--- src/rtl/mux_scan_sequencer.sv ---
// Scans all four channels of a dual 4:1 mux and commits
// both sections' 4-bit sample words at the end of a scan.
module mux_scan_sequencer #(
  parameter int unsigned SETTLE = 1
) (
  input  logic       i_clk,
  input  logic       i_rst_n,
  input  logic       i_start,
  input  logic       i_abort,
  input  logic       i_1Y,
  input  logic       i_2Y,
  output logic       o_B,
  output logic       o_A,
  output logic       o_1G,
  output logic       o_2G,
  output logic [3:0] o_1Q,
  output logic [3:0] o_2Q,
  output logic       o_busy,
  output logic       o_done
);

  localparam logic [2:0] SETTLE_C = 3'(SETTLE);

  typedef enum logic [1:0] {
    IDLE   = 2'd0,
    SELECT = 2'd1,
    SAMPLE = 2'd2,
    DONE   = 2'd3
  } state_t;

  state_t     state;
  state_t     nxt;
  logic [1:0] ch;
  logic [1:0] nch;
  logic [2:0] cnt;
  logic [2:0] ncnt;
  logic [3:0] s1;
  logic [3:0] s2;
  logic [3:0] ns1;
  logic [3:0] ns2;
  logic [3:0] nq1;
  logic [3:0] nq2;
  logic       nbusy;

  // Next state, counters, shadow bits and commit values.
  always_comb begin
    nxt  = state;
    nch  = ch;
    ncnt = cnt;
    ns1  = s1;
    ns2  = s2;
    nq1  = o_1Q;
    nq2  = o_2Q;
    case (state)
      IDLE: begin
        if (i_start && !i_abort) begin
          nxt  = SELECT;
          nch  = 2'd0;
          ncnt = SETTLE_C;
        end
      end
      SELECT: begin
        if (i_abort) begin
          nxt  = IDLE;
          nch  = 2'd0;
          ncnt = 3'd0;
        end else if (cnt == 3'd0) begin
          nxt = SAMPLE;
        end else begin
          ncnt = cnt - 3'd1;
        end
      end
      SAMPLE: begin
        if (i_abort) begin
          nxt  = IDLE;
          nch  = 2'd0;
          ncnt = 3'd0;
        end else begin
          ns1[ch] = i_1Y;
          ns2[ch] = i_2Y;
          if (ch == 2'd3) begin
            nxt  = DONE;
            nch  = 2'd0;
            ncnt = 3'd0;
            nq1  = ns1;
            nq2  = ns2;
          end else begin
            nxt  = SELECT;
            nch  = ch + 2'd1;
            ncnt = SETTLE_C;
          end
        end
      end
      DONE: begin
        nxt = IDLE;
      end
      default: begin
        nxt = IDLE;
      end
    endcase
  end

  assign nbusy = (nxt == SELECT) || (nxt == SAMPLE);

  // State, counters and shadow registers.
  always_ff @(posedge i_clk) begin
    if (!i_rst_n) begin
      state <= IDLE;
      ch    <= 2'd0;
      cnt   <= 3'd0;
      s1    <= 4'd0;
      s2    <= 4'd0;
    end else begin
      state <= nxt;
      ch    <= nch;
      cnt   <= ncnt;
      s1    <= ns1;
      s2    <= ns2;
    end
  end

  // Outputs registered from the next-state decode.
  always_ff @(posedge i_clk) begin
    if (!i_rst_n) begin
      o_B    <= 1'b0;
      o_A    <= 1'b0;
      o_1G   <= 1'b1;
      o_2G   <= 1'b1;
      o_1Q   <= 4'd0;
      o_2Q   <= 4'd0;
      o_busy <= 1'b0;
      o_done <= 1'b0;
    end else begin
      o_B    <= nbusy & nch[1];
      o_A    <= nbusy & nch[0];
      o_1G   <= ~nbusy;
      o_2G   <= ~nbusy;
      o_1Q   <= nq1;
      o_2Q   <= nq2;
      o_busy <= nbusy;
      o_done <= (nxt == DONE);
    end
  end

endmodule

--- config.mk ---
export PLATFORM = sky130hd
export DESIGN_NAME = mux_scan_sequencer
export DESIGN_NICKNAME = d
export VERILOG_FILES = /design/src/rtl/mux_scan_sequencer.sv
export SDC_FILE = /design/constraint.sdc
export NUM_CORES = 1
export LEC_CHECK = 0
export BUFFER_PORTS_ARGS = -buffer_cell sky130_fd_sc_hd__clkbuf_2
export CORE_MARGIN = 5
export CORE_UTILIZATION = 49
export CTS_CLUSTER_SIZE = 20
export DETAILED_ROUTE_END_ITERATION = 10
export PLACE_DENSITY = 0.74
export SLEW_MARGIN = 30
export SYNTH_ARGS = -nofsm -noshare
export SYNTH_HDL_FRONTEND = slang
export SYNTH_SLANG_ARGS = --single-unit
--- constraint.sdc ---
create_clock -name i_clk -period 1.6 [get_ports i_clk]
set_input_delay 0.32 -clock i_clk [delete_from_list [all_inputs] [get_ports i_clk]]
set_output_delay 0.32 -clock i_clk [all_outputs]
set_load 0.01 [all_outputs]
After elaboration in Yosys (flattened, before gate mapping) --
Index checks and enable logic that the tools add are counted.
Operators by class: multiplexer cells 21, $lt $le $gt $ge 2, bitwise logic cells 4, add/subtract/negate cells 2, reductions and logical operators 10, equality and inequality tests 9
Operator list (number):
- $mux W2 | 9
- $eq A2 B2 Y1 const B | 5
- $mux W3 | 3
- $pmux W3 S3 | 1
- $bwmux W4 | 2
- $pmux W2 S4 | 1
- $pmux W2 S3 | 1
- $reduce_and A3 Y1 | 2
- $eq A2 B1 Y1 const B | 2
- $logic_not A3 Y1 | 1
- $lt A2 B3 Y1 const B | 1
- $mux W1 | 3
- $ne A3 B3 Y1 const B | 1
- $reduce_bool A3 Y1 | 1
- $sub A3 B1 Y3 const B | 1
- $add A2 B1 Y2 const B | 1
- $and A1 B1 Y1 | 2
- $demux W1 S2 | 1
- $ge A2 B1 Y1 const B | 1
- $logic_and A1 B1 Y1 | 2
- $logic_not A2 Y1 | 1
- $ne A2 B2 Y1 const B | 1
- $not A1 Y1 | 2
- $reduce_and A2 Y1 | 1
- 2 further kinds | 2
Storage, ports and cells: flip-flop bits (word level) 28, bits of input ports 6, word-level logic and storage cells 60

Depth between registers and ports, before layout --
word-level depth 7, depth in mapped cells 9

Worst setup path before layout --
Ideal clock, no wire load.
path kind register to register, start register state[1], end register o_A, clock period less this slack 1.596 ns, stages on the path, launching flop included 9, setup slack 0.004 ns, setup time 0.121 ns, arrival time 1.476 ns, path buffers 0, cells stage by stage dfxtp_1 > inv_1 > ha_1 > nor2b_2 > a21oi_1 > o22ai_1 > ha_1 > nand2_1 > nor2_1
On the way: elaborated cells on any way between the ends 13, classes of those cells eq/ne (5); mux (5); bitwise (1); reduce/logical (2)
RTL lines:
- from (decl) | RTL line 31 | state_t state;
- from (signal assigned) | RTL line 114 | state <= nxt;
- $eq A2 B2 Y1 (tied with other cells) | RTL line 54 | case (state)
- $pmux W2 S4 * | RTL line 54
- named net nxt[0] | RTL line 32 | state_t nxt;
- $eq A2 B1 Y1 / $eq A2 B2 Y1 (equally long branches) | RTL line 103 | assign nbusy = (nxt == SELECT) || (nxt == SAMPLE);
- $logic_or A1 B1 Y1 * | RTL line 103
- named net nbusy | RTL line 43 | logic nbusy;
- $and A1 B1 Y1 * | RTL line 135 | o_A <= nbusy & nch[0];
- to (signal assigned) | RTL line 135
- to (decl) | RTL line 13 | output logic o_A,
The timed path passes the listed nets; every way through them passes the cells marked *. A chain may end at the register's enable or synchronous reset.

Final worst setup path --
start register state[1], end register cnt[0]
On the way: longest elaborated chain between the ends 3, elaborated cells on any way between the ends 8, classes of those cells eq/ne (4); mux (1); reduce/logical (3)
Ends and longest elaborated chain:
- $eq A2 B1 Y1 (tied with other cells) | RTL line 54
- $ne A3 B3 Y1 (no source line) (tied with other cells)
- $reduce_and A3 Y1 (no source line)
- to (signal assigned) | RTL line 116 | cnt <= ncnt;
- to (decl) | RTL line 35 | logic [2:0] cnt;
Parallel ways exist; a longest one is shown, timed or not.

==> metrics.yaml <==
worst_setup_path:
  crit-reg2reg-capture: "cnt[0]"
  max_stage_delay_cell_worst_path: "dfxtp_2"
  worst_setup_path_start_kind: "flop"
  crit_type: "flop to flop"
  worst-endpoint-arrival_ps: 1810
  rrSetupSlack_ps: 10
  critical_path.cell_chain: "inv_4, ha_4, nor2b_4, buf_6, a221oi_4, o211ai_1, o211a_1"
  timing.critical_path.to: "cnt[0]"
  r2r_cells: 7
  critical_path_required_ps: 1820
  path_delay_family: "compound AO/OA/AOI/OAI gates"
  critPathMaxFanout: 5
  r2r_start: "state[1]"
  cp_slowest_stage_delay_ps: 380
  crit_path_start: "state[1]"
  crit_cells: 7
  cp_num_buf_inv: 2
  timing.critical_path.to_type: "flop"
routing:
  detail_route.drc_violations: 0
  first_iter_violations: 46
  via_to_cell_ratio: 5.15
  vias: 1020
  dr.pass1.iters: 5
  route.detailed.wl_per_inst_um: 14.4
  wl_um: 2860
  route.antenna.remaining_nets: 0
pwr:
  vdd_drop_max_uv: 518
  netSwitchingPower_mw: 0.282
  power_report.internal_total_mw: 0.850
  power.leakage_nw: 0.756
  power_per_cell_area_nw_per_um2: 678
  switching_share_pct: 24.9
  clock_power_share_pct: 23.9
  total_power_mw: 1.13
  p_seq_share_pct: 58.7
  power_frac_comb_pct: 17.4
die:
  die_width_um: 61.3
  start_util_pct: 51.5
  fp.dieArea_um2: 3750
  row_count: 18
  io_pins: 20
  coreArea_um2: 2500
  die_height_um: 61.3
global_routing:
  globalRouteOverflowTotal: 0
  antenna_found_initial: 0
  grt_first_pass_wirelength_um: 4570
  maximum_number_of_pins_on_one_net_before_global_route_repair: 26
  grt_pass1_vias: 1052
  groute.usage.overall_pct: 16.8
clock_network:
  number_of_buffers_created_by_cts: 3
  cts_hold_buffers: 0
  cts_tree: "yes"
  tritoncts_num_sinks: 26
  worst_setup_hold_path_clk_slew_ps: 130
  htreeDepth: 1
  worst_skew_pair.late_latency_ps: 320
  cts.root.buffer_cell: "clkbuf_4"
  number_of_buffers_on_the_longest_clock_path: 2
layout:
  area_growth_syn_to_layout_pct: 29.6
  top_library_cells_by_usage_in_the_layout_fill_and_taps_aside: "dfxtp_1 (22), nand2_1 (21), clkbuf_2 (19), buf_4 (13), a21boi_0 (8)"
  instances_no_fill: 198
  final_net_count: 188
  layout.cell_area.non_filler_um2: 1670
  diodes_inserted: 0
  drive_above_1_share_pct: 37.5
  fin_util_pct: 66.8
  mostFrequentLayoutCell: "dfxtp_1"
synth:
  adder_and_majority_cell_fraction_of_the_synthesized_area_pct: 11.7
  postSynthRegisterBits: 26
  synth_top_flop_cell: "dfxtp_1"
  simple_gate_portion_of_the_synthesized_area_pct: 17.9
  seq_area_frac_synth_pct: 40.4
  synthesis.area_per_instance_um2: 9.40
  post_synth_cell_types: 27
  number_of_warnings_issued_by_yosys: 0
  post_synthesis_instance_area_um2: 1290
  synthCells: 137
  synth.mux.area_fraction_pct: 6.22
  yosys.area_share.xor_xnor_pct: 0
  syn_nets: 155
  synth_edf_count: 0
  post_synthesis_compound_gate_area_fraction_pct: 18.0
  fraction_of_registers_with_async_set_or_reset_after_synthesis_pct: 0
  combinational_family_with_the_most_area_after_synthesis: "compound AO/OA/AOI/OAI gates"
timing:
  fmax_mhz: 630
  post-route-period-util_pct: 99.2
  slew_limit_headroom_pct: 69.9
  finalHoldViolations: 0
  totalNegativeSetupSlack_ps: 0
  rsz0062_at_grt: "true"
  number_of_pins_exceeding_their_max_slew_limit_in_the_final_report: 0
  final.min_clock_period_ps: 1590
  finalSetupViolations: 0
  transition_at_the_pin_with_the_smallest_max_transition_slack_ps: 452
  finalClockSkew_ps: 5.29
placed_design:
  routabilityCongestion: 0.809
  place_area_um2: 1490
  dp_cells: 193
  dp_hpwl_um: 2090
  io_buffer_count: 19
run:
  max-cap-violations: 0
hold_path:
  timing.hold.worst.class: "input pin to flop"
  worstHoldPathCells: 3
status:
  status: "completed"
[cell usage after synthesis (3+ instances only)]
| library cell | count | area (µm²) |
|---|---|---|
| and2_1 | 4 | 25.0 |
| clkbuf_1 | 3 | 11.3 |
| nor2b_1 | 5 | 31.3 |
| o211a_1 | 7 | 70.1 |
| nand3_1 | 6 | 30.0 |
| a21boi_0 | 8 | 60.1 |
| mux2i_1 | 8 | 80.1 |
| dfxtp_1 | 26 | 521 |
| nor2_1 | 3 | 11.3 |
| inv_1 | 11 | 41.3 |
| nand2_1 | 22 | 82.6 |
| buf_2 | 3 | 15.0 |
| ha_1 | 12 | 150 |
[final cells by class]
| cell class | instances | area, µm² |
|---|---|---|
| tap | 30 | 37.5 |
| fill | 199 | 831 |
| multi-input combinational | 93 | 813 |
| inverter | 11 | 43.8 |
| timing repair buffer | 35 | 226 |
| sequential | 26 | 526 |
| clock buffer | 3 | 22.5 |
[worst min-delay path by stage]
stage / from / end / slack (ps)
finish: i_2Y / o_2Q[3] / 320
global route: i_2Y / o_2Q[3] / 320
CTS: i_2Y / o_2Q[3] / 310
detailed placement: cnt[2] / cnt[2] / 460
global placement: s2[1] / s2[1] / 450
floorplan: cnt[1] / cnt[1] / 440
[what timing repair did]
action                                  4_1_cts  5_1_grt
resized for setup                            24       11
endpoints found under the setup margin        8        7
buffers inserted                              1        1
pin swaps                                     7       11
[power groups by stage]
stage | combinational [mW] | sequential [mW] | clock, mW
floorplan | 0.0809 | 0.679 | 0
global placement | 0.134 | 0.676 | 0
detailed placement | 0.143 | 0.676 | 0
CTS | 0.182 | 0.663 | 0.276
global route | 0.213 | 0.666 | 0.304
finish | 0.197 | 0.665 | 0.270
[registers in the layout, indices dropped and copies added (netlist names), 2 cells and up]
name / flops
s2: 3
o_1Q: 4
cnt: 3
ch: 2
o_2Q: 4
s1: 3
state: 2
[worst reg2reg max path, cell delays in order, from the launching register on]
cell,delay (ps)
dfxtp_2,380
inv_4,60
ha_4,160
nor2b_4,140
buf_6,120
a221oi_4,310
o211ai_1,170
o211a_1,160
[metrics by stage]
step                hold WS [ps]  worst slack (ps)
finish                       319              13.3
global route                 319             -57.6
CTS                          314              3.02
detailed placement           457              -129
global placement             452             -28.7
floorplan                    436              3.50
[cells by family (layout without fill, tap and decap cells)]
kind of cell             after synthesis  count (layout)
buffers and inverters                 18              49
flip-flops                            26              26
multiplexers                           8               8
AND/OR/NAND/NOR                       46              46
adder cells (fa/ha/maj)               12              12
AO/OA/AOI/OAI                         27              27
[per-layer routing]
metal  global-route usage (%)  part of all wire, %  vias to the layer above
met5                        0                    0                        -
met1                     17.5                   42                      469
met4                     8.67                  1.6                        0
met2                     31.3                   54                       16
li1                         -                    -                      529
met3                     3.56                  2.1                        6
No activity file was read; power rests on OpenSTA's default activity.
